--- src/rtl/led_pattern_pkg.sv ---
// Shared definitions for the LED pattern generator: mode encoding, pattern seeds
// and the default maximal-length Galois LFSR feedback masks for 4..16 LEDs.
package led_pattern_pkg;

  typedef enum logic [2:0] {
    MODE_OFF    = 3'd0,
    MODE_STATIC = 3'd1,
    MODE_COUNT  = 3'd2,
    MODE_LFSR   = 3'd3,
    MODE_SCAN   = 3'd4,
    MODE_BLINK  = 3'd5
  } mode_e;

  localparam int MAX_LED = 16;

  // Left-shift Galois masks: the polynomial without its top term.
  function automatic logic [MAX_LED-1:0] lfsr_default_mask(input int n_led);
    case (n_led)
      4:       return 16'h0009;
      5:       return 16'h0009;
      6:       return 16'h0021;
      7:       return 16'h0041;
      8:       return 16'h0071;
      9:       return 16'h0021;
      10:      return 16'h0081;
      11:      return 16'h0201;
      12:      return 16'h0C11;
      13:      return 16'h1901;
      14:      return 16'h3005;
      15:      return 16'h4001;
      16:      return 16'hA011;
      default: return 16'h0000;
    endcase
  endfunction

  // Reserved modes seed like OFF.
  function automatic logic [MAX_LED-1:0] seed(input logic [2:0]         mode,
                                              input logic [MAX_LED-1:0] static_val,
                                              input int                 n_led);
    logic [MAX_LED-1:0] ones;
    ones = 16'((32'd1 << n_led) - 32'd1);
    case (mode)
      MODE_STATIC:           return static_val;
      MODE_LFSR, MODE_BLINK: return ones;
      MODE_SCAN:             return 16'h0001;
      default:               return 16'h0000;
    endcase
  endfunction

endpackage

--- src/rtl/led_pattern_gen_if.sv ---
// Configuration and LED drive bundle between the config register block and the
// pattern generator.
interface led_pattern_gen_if #(
  parameter int N_LED = 8,
  parameter int DIV_W = 24,
  parameter int PWM_W = 4
);
  logic             cfg_we;
  logic [2:0]       cfg_mode;
  logic [DIV_W-1:0] cfg_div;
  logic [N_LED-1:0] cfg_static;
  logic [PWM_W-1:0] cfg_duty;
  logic [N_LED-1:0] led_output;
  logic [N_LED-1:0] pattern_o;
  logic             tick_o;
  logic [2:0]       mode_o;

  modport master (
    output cfg_we, cfg_mode, cfg_div, cfg_static, cfg_duty,
    input  led_output, pattern_o, tick_o, mode_o
  );

  modport slave (
    input  cfg_we, cfg_mode, cfg_div, cfg_static, cfg_duty,
    output led_output, pattern_o, tick_o, mode_o
  );
endinterface

--- src/rtl/led_prescaler.sv ---
// Pattern-step prescaler: counts 0..div, raises step on the terminal count and
// delivers a registered one-cycle tick alongside the stepped pattern.
module led_prescaler #(
  parameter int DIV_W = 24
) (
  input  logic             aclk,
  input  logic             areset,
  input  logic             clear,
  input  logic [DIV_W-1:0] div,
  output logic             step,
  output logic             tick_o
);
  logic [DIV_W-1:0] presc;

  assign step = (presc == div) && !clear;

  // NOTE: non-blocking assignments keep every register sampling pre-edge values.
  always_ff @(posedge aclk) begin
    if (areset) begin
      presc  <= '0;
      tick_o <= 1'b0;
    end else begin
      tick_o <= step;
      if (clear || step) presc <= '0;
      else               presc <= presc + DIV_W'(1);
    end
  end
endmodule

--- src/rtl/led_pattern_gen.sv ---
// Front-panel LED pattern generator: runtime-selectable pattern, programmable
// step rate, static value and global PWM dimming.
module led_pattern_gen
  import led_pattern_pkg::*;
#(
  parameter int               N_LED      = 8,
  parameter logic [N_LED-1:0] LFSR_MASK  = N_LED'(lfsr_default_mask(N_LED)),
  parameter int               DIV_W      = 24,
  parameter int               PWM_W      = 4,
  parameter logic [2:0]       RESET_MODE = 3'd3,
  parameter logic [DIV_W-1:0] RESET_DIV  = DIV_W'(65535)
) (
  input logic             aclk,
  input logic             areset,
  led_pattern_gen_if.slave bus
);
  logic [2:0]       mode_q;
  logic [DIV_W-1:0] div_q;
  logic [PWM_W-1:0] duty_q;
  logic [PWM_W-1:0] pwm_q;
  logic [N_LED-1:0] static_q;
  logic [N_LED-1:0] pattern_q;
  logic [N_LED-1:0] pattern_nxt;
  logic [N_LED-1:0] led_q;
  logic             scan_up_q;
  logic             scan_up_nxt;
  logic             step;
  logic             tick;
  logic             pwm_on;
  logic [N_LED-1:0] cfg_seed;

  led_prescaler #(.DIV_W(DIV_W)) u_presc (
    .aclk   (aclk),
    .areset (areset),
    .clear  (bus.cfg_we),
    .div    (div_q),
    .step   (step),
    .tick_o (tick)
  );

  assign cfg_seed = N_LED'(seed(bus.cfg_mode, MAX_LED'(bus.cfg_static), N_LED));
  assign pwm_on   = (pwm_q < duty_q) || (&duty_q);

  // NOTE: defaults first so every path assigns both outputs and no latch appears.
  always_comb begin
    pattern_nxt = pattern_q;
    scan_up_nxt = scan_up_q;
    case (mode_q)
      MODE_STATIC: pattern_nxt = static_q;
      MODE_COUNT:  pattern_nxt = pattern_q + N_LED'(1);
      MODE_LFSR: begin
        // An all-zero register would lock the LFSR; recover with the seed.
        if (pattern_q == '0) pattern_nxt = '1;
        else pattern_nxt = (pattern_q << 1) ^ (pattern_q[N_LED-1] ? LFSR_MASK : '0);
      end
      MODE_SCAN: begin
        if (scan_up_q) begin
          if (pattern_q[N_LED-1]) begin
            pattern_nxt = pattern_q >> 1;
            scan_up_nxt = 1'b0;
          end else begin
            pattern_nxt = pattern_q << 1;
          end
        end else begin
          if (pattern_q[0]) begin
            pattern_nxt = pattern_q << 1;
            scan_up_nxt = 1'b1;
          end else begin
            pattern_nxt = pattern_q >> 1;
          end
        end
      end
      MODE_BLINK:  pattern_nxt = ~pattern_q;
      default:     pattern_nxt = '0;
    endcase
  end

  // NOTE: reset is synchronous and covers every register so no output is X after it.
  always_ff @(posedge aclk) begin
    if (areset) begin
      mode_q    <= RESET_MODE;
      div_q     <= RESET_DIV;
      duty_q    <= '1;
      static_q  <= '0;
      pattern_q <= N_LED'(seed(RESET_MODE, '0, N_LED));
      scan_up_q <= 1'b1;
      pwm_q     <= '0;
      led_q     <= '0;
    end else begin
      pwm_q <= pwm_q + PWM_W'(1);
      led_q <= pattern_q & {N_LED{pwm_on}};
      if (bus.cfg_we) begin
        mode_q    <= bus.cfg_mode;
        div_q     <= bus.cfg_div;
        duty_q    <= bus.cfg_duty;
        static_q  <= bus.cfg_static;
        pattern_q <= cfg_seed;
        scan_up_q <= 1'b1;
      end else if (step) begin
        pattern_q <= pattern_nxt;
        scan_up_q <= scan_up_nxt;
      end
    end
  end

  assign bus.led_output = led_q;
  assign bus.pattern_o  = pattern_q;
  assign bus.tick_o     = tick;
  assign bus.mode_o     = mode_q;
endmodule

--- src/flat_wrapper.sv ---
// flat-port wrapper written by rule: the top's interface ports become plain ports
module led_pattern_gen_flat import led_pattern_pkg::*;
#(
  parameter int               N_LED      = 8,
  parameter logic [N_LED-1:0] LFSR_MASK  = N_LED'(lfsr_default_mask(N_LED)),
  parameter int               DIV_W      = 24,
  parameter int               PWM_W      = 4,
  parameter logic [2:0]       RESET_MODE = 3'd3,
  parameter logic [DIV_W-1:0] RESET_DIV  = DIV_W'(65535)
)
  (aclk, areset, bus_cfg_we, bus_cfg_mode, bus_cfg_div, bus_cfg_static, bus_cfg_duty, bus_led_output, bus_pattern_o, bus_tick_o, bus_mode_o);
  led_pattern_gen_if #(.N_LED(N_LED), .DIV_W(DIV_W), .PWM_W(PWM_W)) bus_i ();
  input logic aclk;
  input logic areset;
  input wire logic [$bits(bus_i.cfg_we)-1:0] bus_cfg_we;
  input wire logic [$bits(bus_i.cfg_mode)-1:0] bus_cfg_mode;
  input wire logic [$bits(bus_i.cfg_div)-1:0] bus_cfg_div;
  input wire logic [$bits(bus_i.cfg_static)-1:0] bus_cfg_static;
  input wire logic [$bits(bus_i.cfg_duty)-1:0] bus_cfg_duty;
  output wire logic [$bits(bus_i.led_output)-1:0] bus_led_output;
  output wire logic [$bits(bus_i.pattern_o)-1:0] bus_pattern_o;
  output wire logic [$bits(bus_i.tick_o)-1:0] bus_tick_o;
  output wire logic [$bits(bus_i.mode_o)-1:0] bus_mode_o;
  assign bus_i.cfg_we = bus_cfg_we;
  assign bus_i.cfg_mode = bus_cfg_mode;
  assign bus_i.cfg_div = bus_cfg_div;
  assign bus_i.cfg_static = bus_cfg_static;
  assign bus_i.cfg_duty = bus_cfg_duty;
  assign bus_led_output = bus_i.led_output;
  assign bus_pattern_o = bus_i.pattern_o;
  assign bus_tick_o = bus_i.tick_o;
  assign bus_mode_o = bus_i.mode_o;
  led_pattern_gen #(.N_LED(N_LED), .LFSR_MASK(LFSR_MASK), .DIV_W(DIV_W), .PWM_W(PWM_W), .RESET_MODE(RESET_MODE), .RESET_DIV(RESET_DIV)) u_core (.aclk(aclk), .areset(areset), .bus(bus_i));
endmodule
--- config.mk ---
export PLATFORM = sky130hd
export DESIGN_NAME = led_pattern_gen_flat
export DESIGN_NICKNAME = d
export VERILOG_FILES = /design/src/rtl/led_pattern_pkg.sv /design/src/rtl/led_pattern_gen_if.sv /design/src/rtl/led_prescaler.sv /design/src/rtl/led_pattern_gen.sv /design/src/flat_wrapper.sv
export SDC_FILE = /design/constraint.sdc
export NUM_CORES = 1
export LEC_CHECK = 0
export CORE_MARGIN = 1
export CORE_UTILIZATION = 50
export CTS_CLUSTER_DIAMETER = 40
export DETAILED_ROUTE_END_ITERATION = 6
export HOLD_SLACK_MARGIN = 0.06
export PLACE_DENSITY = 0.82
export SKIP_CTS_REPAIR_TIMING = 1
export SLEW_MARGIN = 5
export SYNTH_ARGS = -nofsm -noshare
export SYNTH_HDL_FRONTEND = slang
export SYNTH_SLANG_ARGS = --single-unit
--- constraint.sdc ---
create_clock -name aclk -period 2.4 [get_ports aclk]
set_input_delay 0.72 -clock aclk [delete_from_list [all_inputs] [get_ports aclk]]
set_output_delay 0.72 -clock aclk [all_outputs]
set_load 0.02 [all_outputs]
# Word level (Yosys, flattened, before mapping)
# Cells that the tools add are included.
# op_classes
n_reduce_logical,11
order_cmp,1
n_eq_ne,10
bitwise,3
n_addsub,3
n_mux,12
# op_table
operator,n
$mux W8,6
$pmux W8 S5,1
$add A24 B1 Y24 const B,1
$eq A24 B24 Y1,1
$pmux W8 S3,1
$eq A3 B3 Y1 const B,4
$eq A3 B2 Y1 const B,3
$add A8 B1 Y8 const B,1
$and A8 B8 Y8,1
$logic_not A8 Y1,1
$not A8 Y8,1
$xor A8 B8 Y8,1
$mux W7,1
$eq A3 B1 Y1 const B,2
$reduce_or A2 Y1,3
$add A4 B1 Y4 const B,1
$lt A4 B4 Y1,1
$reduce_and A4 Y1,1
$mux W1,3
$logic_or A1 B1 Y1,2
$reduce_and A2 Y1,1
$reduce_bool A2 Y1,1
$logic_and A1 B1 Y1,1
$logic_not A1 Y1,1
# totals
wordCells,50
inputBits,42
reg_bits,85
out_inout_bits,20

# Longest topological paths before layout
# Gate-level depths: netlist (run 1).
# depth
word_depth,6
depth_mapped,8
mapped_depth_nobuf,7

# Cells and area by module
# A second synthesis (run 1) with hierarchy kept.
# unflattened
hier_cells,500
hier_area_um2,4455.5
# modules_own_cells
mod,instances,cells_per_inst,area_each_um2
led_pattern_gen,1,345,3057.9
led_prescaler,1,155,1397.6

# Worst setup path after synthesis (run 1)
# OpenSTA, ideal clock, no wires.
# synth_timing
kind,register to register
start,"register u_core.pattern_q[0], in the netlist u_core.bus.pattern_o[0]"
end,"register u_core.pattern_q[6], in the netlist u_core.bus.pattern_o[6]"
t_arrival_ns,1.826
path_stages_with_launch,9
path_buffers,1
slack_ns,0.441
period_less_slack_ns,1.959
cell_sequence,dfxtp_1 -> clkbuf_1 -> inv_1 -> ha_1 -> nor4b_2 -> nand3_1 -> o21ai_0 -> o311ai_1 -> o211ai_1
# synth_via
elab_chain_cells,5
word_cells_on_any_way,8
classes_between,add/sub (1); mux (6); reduce/logical (1)
# synth_lines
item,line,rtl
from (decl),led_pattern_gen.sv:22,logic [N_LED-1:0] pattern_q;
from (signal assigned),led_pattern_gen.sv:85,"pattern_q <= N_LED'(seed(RESET_MODE, '0, N_LED));"
from (signal assigned),led_pattern_gen.sv:97,pattern_q <= cfg_seed;
from (signal assigned),led_pattern_gen.sv:100,pattern_q <= pattern_nxt;
branches (longest 2 deep; another with $add A8 B1 Y8),--,
$pmux W8 S5 *,led_pattern_gen.sv:48,case (mode_q)
$mux W8 *,led_pattern_gen.sv:99,end else if (step) begin
$mux W8 *,led_pattern_gen.sv:92,if (bus.cfg_we) begin
# Every way passes the cells marked *. The select of a mux whose other input is x is not followed.
# A chain may end at the register's enable or synchronous reset.

# Final worst setup path (run 1)
# layout_timing
start,"register u_core.pattern_q[7], in the netlist u_core.bus.pattern_o[7]"
end,output port bus_pattern_o[7]
# layout_lines
item,line,rtl
to (decl),flat_wrapper.sv:21,output wire logic [$bits(bus_i.pattern_o)-1:0] bus_pattern_o;
# No word-level cell between the ends.

==> impl_table.tex, run 1 <==
\begin{tabular}{lr}
\hline
Metric & Value \\
\hline
\multicolumn{2}{l}{\textbf{Drt}} \\
Number of detailed-route iterations in the first pass & 6 \\
Iteration-0 DRC Markers & 246 \\
DRC & 0 \\
Vias after detailed routing & 3,890 \\
Mean number of vias per cell & 5.797 \\
Average wire per cell in the routed design & 17.02 um \\
Post-detailed-routing wire length & 11.42 mm \\
Final antenna-violating net count & 0 \\
\multicolumn{2}{l}{\textbf{Die}} \\
Initial Util & 52.64\% \\
CORE AREA & 0.008341 sq mm \\
Standard-cell rows & 33 \\
Die outline area & 0.009159 sq mm \\
Die Span Y & 95.71 um \\
Num ports & 62 \\
Width of the die & 95.71 um \\
\multicolumn{2}{l}{\textbf{Placed design}} \\
Port Buffers & 61 \\
Placed wire-length estimate after detailed placement & 8.812 mm \\
Final Wtd Congestion & 0.9326 \\
\multicolumn{2}{l}{\textbf{Global routing}} \\
GRT Util Overall & 26.51\% \\
Total gr overflow & 0 \\
Maximum number of pins on one net before global-route repair & 31 \\
Vias in the first global route & 3,800 \\
Global-route wire length before repair & 18.47 mm \\
Antenna violations before repair & 0 \\
\multicolumn{2}{l}{\textbf{Critical path}} \\
Startpoint type of the worst setup path & flop \\
Launch instance of the worst register-to-register path & u\_core.u\_presc.presc[0] \\
Worst Setup End Kind & primary output \\
Crit path max-delay family & buffers and inverters \\
CP arrival & 1.65 ns \\
Number of buffers and inverters on the critical path & 1 \\
Destination of the worst register-to-register timing path & u\_core.u\_presc.presc[8] \\
CP max FO & 10 \\
Maximum cell stage delay along the critical path & 0.69 ns \\
Highest-delay cell along the critical path & clkdlybuf4s50\_1 \\
Cell depth of the worst flop-to-flop path & 5 \\
Worst EP required & 1.68 ns \\
Cells along the critical path & clkdlybuf4s50\_1 \\
Setup slack of the worst register-to-register path & 0.26 ns \\
Path type of the worst setup path & reg -> out \\
\multicolumn{2}{l}{\textbf{Logic synthesis}} \\
Number of flops mapped to enable cells by yosys & 0 \\
Per-instance average area after synthesis & 8.852 sq um \\
Share of the synthesized area in compound gates (AO/OA/AOI/OAI) & 13.48\% \\
Netlist Area Pre-Place & 0.004390 sq mm \\
Flops \& latches, synth & 85 \\
Share of synthesized flip-flops with an asynchronous set or reset & 0\% \\
Net Count, Synth & 547 \\
Area fraction in and, or, nand and nor cells after synthesis & 21.43\% \\
Post-synth top flop & dfxtp\_1 \\
Area share of fa/ha/maj cells after synthesis & 2.565\% \\
Share of cell area taken by muxes after synthesis & 8.692\% \\
Post-synthesis xor/xnor area fraction & 10.17\% \\
Synth warn & 0 \\
Unique cell type count in the Yosys netlist & 56 \\
Dominant combinational cell family by area after synthesis & simple AND/OR/NAND/NOR gates \\
Sequential area share after synthesis & 38.76\% \\
Instance count of the mapped netlist & 496 \\
\multicolumn{2}{l}{\textbf{Timing}} \\
Final clock period utilization by the worst path & 98.73\% \\
Final period demand of the worst path & 2.370 ns \\
Final-report max-slew violation count & 0 \\
Setup\_tns & 0 ns \\
Setup-failing EPs final & 0 \\
Final Hold Fails & 0 \\
Max-slew headroom at the worst pin & 40.04\% \\
Transition time of the tightest slew-check pin & 0.8992 ns \\
Worst Clk Skew & 0.006471 ns \\
Max Freq & 422.0 MHz \\
RSZ-0062 raised after global routing & false \\
Worst slack on hold paths & 0.4691 ns \\
\multicolumn{2}{l}{\textbf{Clocking}} \\
Buffer cell driving the clock tree root & clkbuf\_8 \\
Register clock-pin slew on the reported worst setup and hold paths & 0.09 ns \\
Depth of the CTS H-tree & 3 \\
TritonCTS clock tree & built \\
TritonCTS Buffers & 9 \\
Total clock sinks & 85 \\
Maximum clock insertion buffer count & 2 \\
Clock latency at the later pin of the worst-skew pair & 0.35 ns \\
\multicolumn{2}{l}{\textbf{Finish}} \\
Fraction of final layout cells with drive strength greater than 1 & 10.78\% \\
Synthesis-to-layout area growth & 22.29\% \\
Final \#Nets & 613 \\
Number of filler cells placed in the layout & 697 \\
Most common library cell in the layout ignoring fill and taps & dfxtp\_1 \\
Commonest cells after routing, fill and taps aside & dfxtp\_1, clkdlybuf4s50\_1, nor2\_1 \\
Ant diodes & 0 \\
\multicolumn{2}{l}{\textbf{Hold path}} \\
Hold wc startpoint & u\_core.pwm\_q[0] \\
Path type of the worst min-delay path & reg -> reg \\
Hold Path Sink & u\_core.pwm\_q[0] \\
Number of cells on the worst hold path & 1 \\
\multicolumn{2}{l}{\textbf{Power and ir drop}} \\
Power per unit of standard cell area & 569.1 mW/mm\^{}2 \\
Leak pwr & 2.156 nW \\
Worst voltage drop across the vdd grid & 398.8 uV \\
\multicolumn{2}{l}{\textbf{Job}} \\
Maxcap violations & 0 \\
\multicolumn{2}{l}{\textbf{Status}} \\
Outcome & completed \\
\hline
\end{tabular}
[cell type report]
cell class	instances	area [sq um]	area share, %
multi-input combinational	362	2474	46.07
sequential	85	1707	31.79
timing repair buffer	88	808.3	15.05
tap	105	131.4	2.447
clock buffer	10	127.6	2.377
clock inverter	5	61.31	1.142
inverter	16	60.06	1.119
[cells in the mapped netlist (all sizes together) (4+ instances only)]
library cell	number	area (sq um)
nand4	11	75.07
nand3	19	95.09
mux2i	37	370.4
xor2	31	271.5
or3	9	56.30
nor2b	4	25.02
clkbuf	19	71.32
o21ai	12	63.81
ha	9	112.6
a211oi	9	67.56
o211ai	18	135.1
dfxtp	85	1702
nand2	36	137.6
a21o	4	30.03
nor2	55	206.5
a21oi	21	105.1
nor3	9	45.04
o311ai	7	61.31
and3	8	50.05
nor4	5	71.32
inv	15	56.30
buf	14	83.82
xnor2	20	175.2
[power breakdown]
group          internal [mW]  total, mW  switching [mW]
Combinational          0.259      0.521           0.263
Sequential              1.48       1.55          0.0708
Clock                  0.479      0.986           0.506
[metrics by stage]
step | util (%) | power, mW | area [sq um] | std cells | setup slack (ns)
4_1_cts | 64.31 | 3.079 | 5364 | 671 | -0.01012
3_3_place_gp | 62.05 | 2.087 | 5175 | 656 | 0.3197
5_1_grt | 64.37 | 3.190 | 5369 | 671 | 0.003188
2_1_floorplan | - | 1.865 | 4390 | 496 | 0.4407
6_report | 64.37 | 3.056 | 5369 | 671 | 0.03039
3_5_place_dp | 62.05 | 2.099 | 5175 | 656 | 0.2552
[sequential cells by signal, indices dropped and copies added, names as in the netlist, 3 cells and up]
signal,cells
u_core.div_q,24
u_core.bus.pattern_o,8
u_core.duty_q,4
u_core.static_q,8
u_core.bus.led_output,8
u_core.bus.mode_o,3
u_core.u_presc.presc,24
u_core.pwm_q,4
[cell families (layout without fill, tap and decap cells)]
kind of cell,Yosys count,count (layout)
AO/OA/AOI/OAI,87,87
XOR/XNOR,51,51
adder cells (fa/ha/maj),9,9
buffers and inverters,49,119
flip-flops,85,85
multiplexers,38,38
AND/OR/NAND/NOR,177,177
[worst max path at each step]
stage                                    endpoint  depth (start not counted)                     from
after global placement    u_core.bus.pattern_o[3]                          5          bus_cfg_mode[1]
after global routing             bus_pattern_o[7]                          1  u_core.bus.pattern_o[7]
after floorplan           u_core.bus.pattern_o[6]                          8  u_core.bus.pattern_o[0]
after detailed placement  u_core.bus.pattern_o[4]                          5          bus_cfg_mode[1]
after CTS                           bus_mode_o[2]                          1     u_core.bus.mode_o[2]
final                            bus_pattern_o[7]                          1  u_core.bus.pattern_o[7]
[per-layer routing]
metal	wire length, um	vias to the layer above	global-route usage (%)
li1	-	1892	-
met4	394	0	11.44
met2	5687	146	47.50
met1	4725	1828	30.84
met3	612	24	4.739
met5	0	-	0
Power figures use the tool's default switching activity.
==> inputs of run 2 (changes only) <==
Settings changed: TNS_END_PERCENT set to 5.
==> results of run 2 <==
Same layout as run 1: the final DEF is identical, and so are final timing and power.
==> inputs of run 3 (changes only) <==
Settings changed: ABC_AREA set to 1, PLACE_DENSITY 0.82 to 0.81.
Clock period 2.4 ns to 3.04 ns, I/O delays scaled along.
==> run 3 against run 2 <==
Combinational power down 14%. Area after synthesis up 8.4%. Worst setup slack better by 0.49 ns. Clock power down 1%. Synthesized cell count up 44%. Wire length up 5.6%. Sequential share of layout area down 1.9 points. Cell count up 34%. First-iteration DRC count up 21%. Critical path type unchanged. Largest cell class unchanged. Largest power group unchanged.
==> impl_table.tex, run 3 <==
\begin{tabular}{lr}
\hline
Metric & Value \\
\hline
\multicolumn{2}{l}{\textbf{Logic synthesis}} \\
Post-synthesis xor/xnor area fraction & 3.679\% \\
Instance count of the mapped netlist & 714 \\
Per-instance average area after synthesis & 6.668 sq um \\
Biggest area consumer among synthesized cells & dfxtp\_1 \\
Largest cells by area after synthesis & dfxtp\_1, nand2\_1, o21ai\_0, inv\_1, nor2\_1 \\
Area share of fa/ha/maj cells after synthesis & 2.365\% \\
Sequential area share after synthesis & 35.74\% \\
Unique cell type count in the Yosys netlist & 35 \\
Flops \& latches, synth & 85 \\
Fraction of synthesized cell area taken by the top area cell type & 35.74\% \\
Area fraction in and, or, nand and nor cells after synthesis & 34.95\% \\
Post-synth top flop & dfxtp\_1 \\
Most common library cells after synthesis & nand2\_1, dfxtp\_1, inv\_1 \\
Share of synthesized flip-flops with an asynchronous set or reset & 0\% \\
Synth warn & 0 \\
Dominant combinational cell family by area after synthesis & simple AND/OR/NAND/NOR gates \\
Number of flops mapped to enable cells by yosys & 0 \\
Net Count, Synth & 765 \\
Share of the synthesized area in compound gates (AO/OA/AOI/OAI) & 13.27\% \\
Share of cell area taken by muxes after synthesis & 0\% \\
Netlist Area Pre-Place & 0.004761 sq mm \\
Most common cell in the netlist & nand2\_1 \\
\multicolumn{2}{l}{\textbf{Critical path}} \\
Crit path max-delay family & buffers and inverters \\
CP max FO & 7 \\
Number of buffers and inverters on the critical path & 1 \\
Worst EP required & 2.13 ns \\
Path type of the worst setup path & reg -> out \\
Highest-delay cell along the critical path & clkdlybuf4s50\_1 \\
Worst Setup End Kind & primary output \\
Setup slack of the worst register-to-register path & 1.07 ns \\
Startpoint type of the worst setup path & flop \\
CP arrival & 1.61 ns \\
Maximum cell stage delay along the critical path & 0.68 ns \\
Cells along the critical path & clkdlybuf4s50\_1 \\
\multicolumn{2}{l}{\textbf{Clocking}} \\
Maximum clock insertion buffer count & 2 \\
TritonCTS Buffers & 9 \\
Clock latency at the later pin of the worst-skew pair & 0.36 ns \\
TritonCTS clock tree & built \\
Total clock sinks & 85 \\
Register clock-pin slew on the reported worst setup and hold paths & 0.09 ns \\
Depth of the CTS H-tree & 3 \\
Buffer cell driving the clock tree root & clkbuf\_8 \\
\multicolumn{2}{l}{\textbf{Die}} \\
Num ports & 62 \\
Die Span Y & 99.58 um \\
Standard-cell rows & 35 \\
CORE AREA & 0.009240 sq mm \\
Die outline area & 0.009916 sq mm \\
Initial Util & 51.52\% \\
Width of the die & 99.58 um \\
\multicolumn{2}{l}{\textbf{Power and ir drop}} \\
Worst voltage drop across the vdd grid & 245.1 uV \\
Portion of total power attributed to sequential cells & 46.2\% \\
Leak pwr & 2.584 nW \\
Proportion of total power due to net switching & 27.53\% \\
Power per unit of standard cell area & 463.4 mW/mm\^{}2 \\
Clock group share of total power & 36.9\% \\
Relative contribution of combinational cells to total power & 16.9\% \\
Net switching component of the power & 0.7256 mW \\
Internal Dissipation & 1.910 mW \\
\multicolumn{2}{l}{\textbf{Finish}} \\
Synthesis-to-layout area growth & 19.45\% \\
Ant diodes & 0 \\
Fraction of final layout cells with drive strength greater than 1 & 8.312\% \\
Largest registers ranked by flip-flop count & u\_core.div\_q: 24 flops, u\_core.u\_presc.presc: 24 flops \\
Most common library cell in the layout ignoring fill and taps & nand2\_1 \\
Final \#Nets & 816 \\
Commonest cells after routing, fill and taps aside & nand2\_1, dfxtp\_1, inv\_1 \\
\multicolumn{2}{l}{\textbf{Global routing}} \\
Maximum number of pins on one net before global-route repair & 52 \\
GRT Util Overall & 25.53\% \\
Total gr overflow & 0 \\
Vias in the first global route & 4,393 \\
Global-route wire length before repair & 20.32 mm \\
Antenna violations before repair & 0 \\
\multicolumn{2}{l}{\textbf{Placed design}} \\
Port Buffers & 61 \\
Placed wire-length estimate after detailed placement & 8.839 mm \\
Final Wtd Congestion & 1.018 \\
\multicolumn{2}{l}{\textbf{Timing}} \\
Final clock period utilization by the worst path & 82.82\% \\
Worst Clk Skew & 0.01220 ns \\
Worst slack on hold paths & 0.4689 ns \\
Setup\_tns & 0 ns \\
Final period demand of the worst path & 2.518 ns \\
Final-report max-slew violation count & 0 \\
Max Freq & 397.2 MHz \\
Setup-failing EPs final & 0 \\
Max-slew headroom at the worst pin & 51.75\% \\
Transition time of the tightest slew-check pin & 0.7237 ns \\
RSZ-0062 raised after global routing & false \\
Final Hold Fails & 0 \\
\multicolumn{2}{l}{\textbf{Drt}} \\
Post-detailed-routing wire length & 12.06 mm \\
Iteration-0 DRC Markers & 298 \\
Number of detailed-route iterations in the first pass & 5 \\
Vias after detailed routing & 4,683 \\
Average wire per cell in the routed design & 13.42 um \\
DRC & 0 \\
Mean number of vias per cell & 5.209 \\
Final antenna-violating net count & 0 \\
\multicolumn{2}{l}{\textbf{Hold path}} \\
Path type of the worst min-delay path & reg -> reg \\
\multicolumn{2}{l}{\textbf{Job}} \\
Maxcap violations & 0 \\
\multicolumn{2}{l}{\textbf{Status}} \\
Outcome & completed \\
\hline
\end{tabular}
## run 3: path summary, 6_finish.rpt
kind,startpoint,to,cells after the start
setup reg to reg,u_core.bus.pattern_o[0],u_core.bus.pattern_o[0],9
hold / removal,u_core.pwm_q[0],u_core.pwm_q[0],1
hold reg to reg,u_core.pwm_q[0],u_core.pwm_q[0],1
setup / recovery,u_core.bus.pattern_o[3],bus_pattern_o[3],1
## run 3: routing by layer
layer | vias up | GRT usage [%] | wire (um)
li1 | 2382 | - | -
met1 | 2125 | 32.45 | 5324
met2 | 159 | 43.96 | 5822
met3 | 17 | 3.162 | 703
met4 | 0 | 10.18 | 214
met5 | - | 0 | 0
## run 3: power by group through the flow
stage	clock, mW	sequential (mW)	combinational [mW]
6_report	0.972	1.22	0.446
5_1_grt	1.02	1.23	0.497
4_1_cts	0.983	1.22	0.443
3_5_place_dp	0	1.24	0.440
3_3_place_gp	0	1.24	0.432
2_1_floorplan	0	1.26	0.251
## run 3: logic make-up after synthesis
kind of cell / after synthesis
fa+ha+maj: 9
xor+xnor: 20
simple gates: 361
buf+inv: 118
flops: 85
compound gates: 121
## run 3: per-stage QoR
step / instances / power [mW] / utilization (%) / setup slack [ns] / cell area, sq um
after floorplan: 714 / 1.510 / - / 1.162 / 4761
after global placement: 883 / 1.673 / 58.90 / 0.7717 / 5443
after detailed placement: 883 / 1.684 / 58.90 / 0.7204 / 5443
after CTS: 899 / 2.643 / 61.54 / 0.5237 / 5687
after global routing: 899 / 2.745 / 61.54 / 0.4667 / 5687
final: 899 / 2.635 / 61.54 / 0.5222 / 5687
## run 3: final cells by class
type,instances,area [sq um]
Clock inverter,7,120.1
Inverter,90,337.8
Tap cell,129,161.4
Clock buffer,9,123.9
Sequential cell,85,1702
Fill cell,869,3553
Timing Repair Buffer,68,658.1
Multi-Input combinational cell,511,2584
==> edit, RTL diff (settings of run 1) <==
`PWM_W` is set to 4 in 3 places; all go to 6.
--- a/src/rtl/led_pattern_gen_if.sv
+++ b/src/rtl/led_pattern_gen_if.sv
@@ -5,3 +5,3 @@
   parameter int DIV_W = 24,
-  parameter int PWM_W = 4
+  parameter int PWM_W = 6
 );
--- a/src/rtl/led_pattern_gen.sv
+++ b/src/rtl/led_pattern_gen.sv
@@ -8,3 +8,3 @@
   parameter int               DIV_W      = 24,
-  parameter int               PWM_W      = 4,
+  parameter int               PWM_W      = 6,
   parameter logic [2:0]       RESET_MODE = 3'd3,
--- a/src/flat_wrapper.sv
+++ b/src/flat_wrapper.sv
@@ -6,3 +6,3 @@
   parameter int               DIV_W      = 24,
-  parameter int               PWM_W      = 4,
+  parameter int               PWM_W      = 6,
   parameter logic [2:0]       RESET_MODE = 3'd3,
Ports: changed (resized bus_cfg_duty); port bits go from 62 to 64. No check against the original RTL was run, so the function may have changed too.
==> edit against run 1 <==
  * Worst setup slack improved by 0.047 ns
  * Utilization decreased by 2.2 points
  * Final area increased by 0.49%
  * Power increased by 2.8%
  * Wire length decreased by 11%
  * Sequential share of layout area increased by 1.3 points
  * Die area increased by 1.8%
  * Global-route usage decreased by 3.5 points
  * Clock skew increased by 0.011 ns
  * Sequential power increased by 4%
  * Synthesized cell count increased by 0.40%
  * Area after synthesis increased by 1.8%
  * Sequential cell count increased by 4
  * Critical endpoint is now bus_mode_o[0]
  * Largest cell class unchanged
  * Highest routed layer unchanged
==> edit: results (changes against run 1) <==
* Mux share of post-synthesis cell area at 9.66% (+0.96 points)
* # port buffers at 63 (+3.3%)
* Measured slew at the worst slew-check pin at 0.633 ns (-0.266 ns)
* DP HPWL at 7420 um (-16%)
* P_sw at 0.827 mW (-1.5%)
* Worst Clk Skew at 0.0177 ns (+0.0112 ns)
* Critical path arrival at 1.60 ns (-0.05 ns)
* DR iter-0 viols at 220 (-11%)
* Synth cell count leaders: dfxtp_1, nor2_1, nand2_1
* Lkg Pwr at 2.21 nW (+2.3%)
* Fillers at 749 (+7.5%)
* Register area at 1780 sq um (+4.5%)
* Status: finished, final reports clean
* Worst setup path start: u_core.bus.mode_o[0]$_SDFFE_PP1P_
* Layout clock area frac at 3.41% (-0.11 points)
* FFs & Latches at 89 (+4.7%)
* Share of cells above drive strength 1 at 8.90% (-1.9 points)
* Synth Area in Compound Gates at 10.8% (-2.6 points)
* Non-filler cells, final at 670 (-0.15%)
* Syn nets at 553 (+1.1%)
* Post-layout net count at 614 (+0.16%)
* Xor and xnor fraction of the mapped netlist area at 11.2% (+0.99 points)
* Non-clock buffer share at 14.5% (-0.58 points)
* Post-synth cell types at 58 (+3.6%)
* Clock power frac at 32.0% (-0.3 points)
* Wire per inst at 15.2 um (-10%)
==> edit: changes by cell type in the layout (fill, tap and decap cells not counted), moves of 6 or more <==
cell	delta
a211oi_1	-7
a21oi_1	-14
buf_4	-9
dfxtp_1	+6
nand2_1	+9
nor2_1	+12
nor3_1	-7
o31ai_1	+6
or3_1	-6
==> edit: worst paths after layout <==
| check | end | cells after the start | slack, ns |
|---|---|---|---|
| worst max-delay path | bus_mode_o[0] | 1 | 0.08 |
| worst min-delay path | u_core.pwm_q[0]$_SDFF_PP0_ | 1 | 0.47 |
| worst max register to register | u_core.u_presc.presc[22]$_SDFF_PP0_ | 7 | 0.35 |
| worst min register to register | u_core.pwm_q[0]$_SDFF_PP0_ | 1 | 0.47 |
==> edit: per-layer routing <==
layer / GRT usage (%) / share of wire (%) / vias to the layer above
met5: 0 / 0 / -
met3: 2.74 / 4.5 / 23
met2: 40.7 / 50 / 113
met4: 8.21 / 2.1 / 0
met1: 28.8 / 44 / 1774
li1: - / - / 1828
==> edit: cells by family after synthesis <==
group / count (synthesis)
adders and majority gates: 11
DFF: 89
muxes: 43
AOI/OAI and AO/OA: 68
and+or+nand+nor: 181
buffers and inverters: 49
xor gates and xnor gates: 57
==> edit: stage by stage <==
| stage | instance area [sq um] | hold slack [ns] | setup WS [ns] | power (mW) |
|---|---|---|---|---|
| after global routing | 5400 | 0.490 | 0.00423 | 3.27 |
| after CTS | 5390 | 0.475 | -0.0291 | 3.15 |
| after global placement | 5210 | 0.436 | 0.183 | 2.15 |
| after detailed placement | 5210 | 0.462 | 0.132 | 2.17 |
| after floorplan | 4470 | 0.421 | 0.551 | 1.95 |
| final | 5400 | 0.470 | 0.0775 | 3.14 |
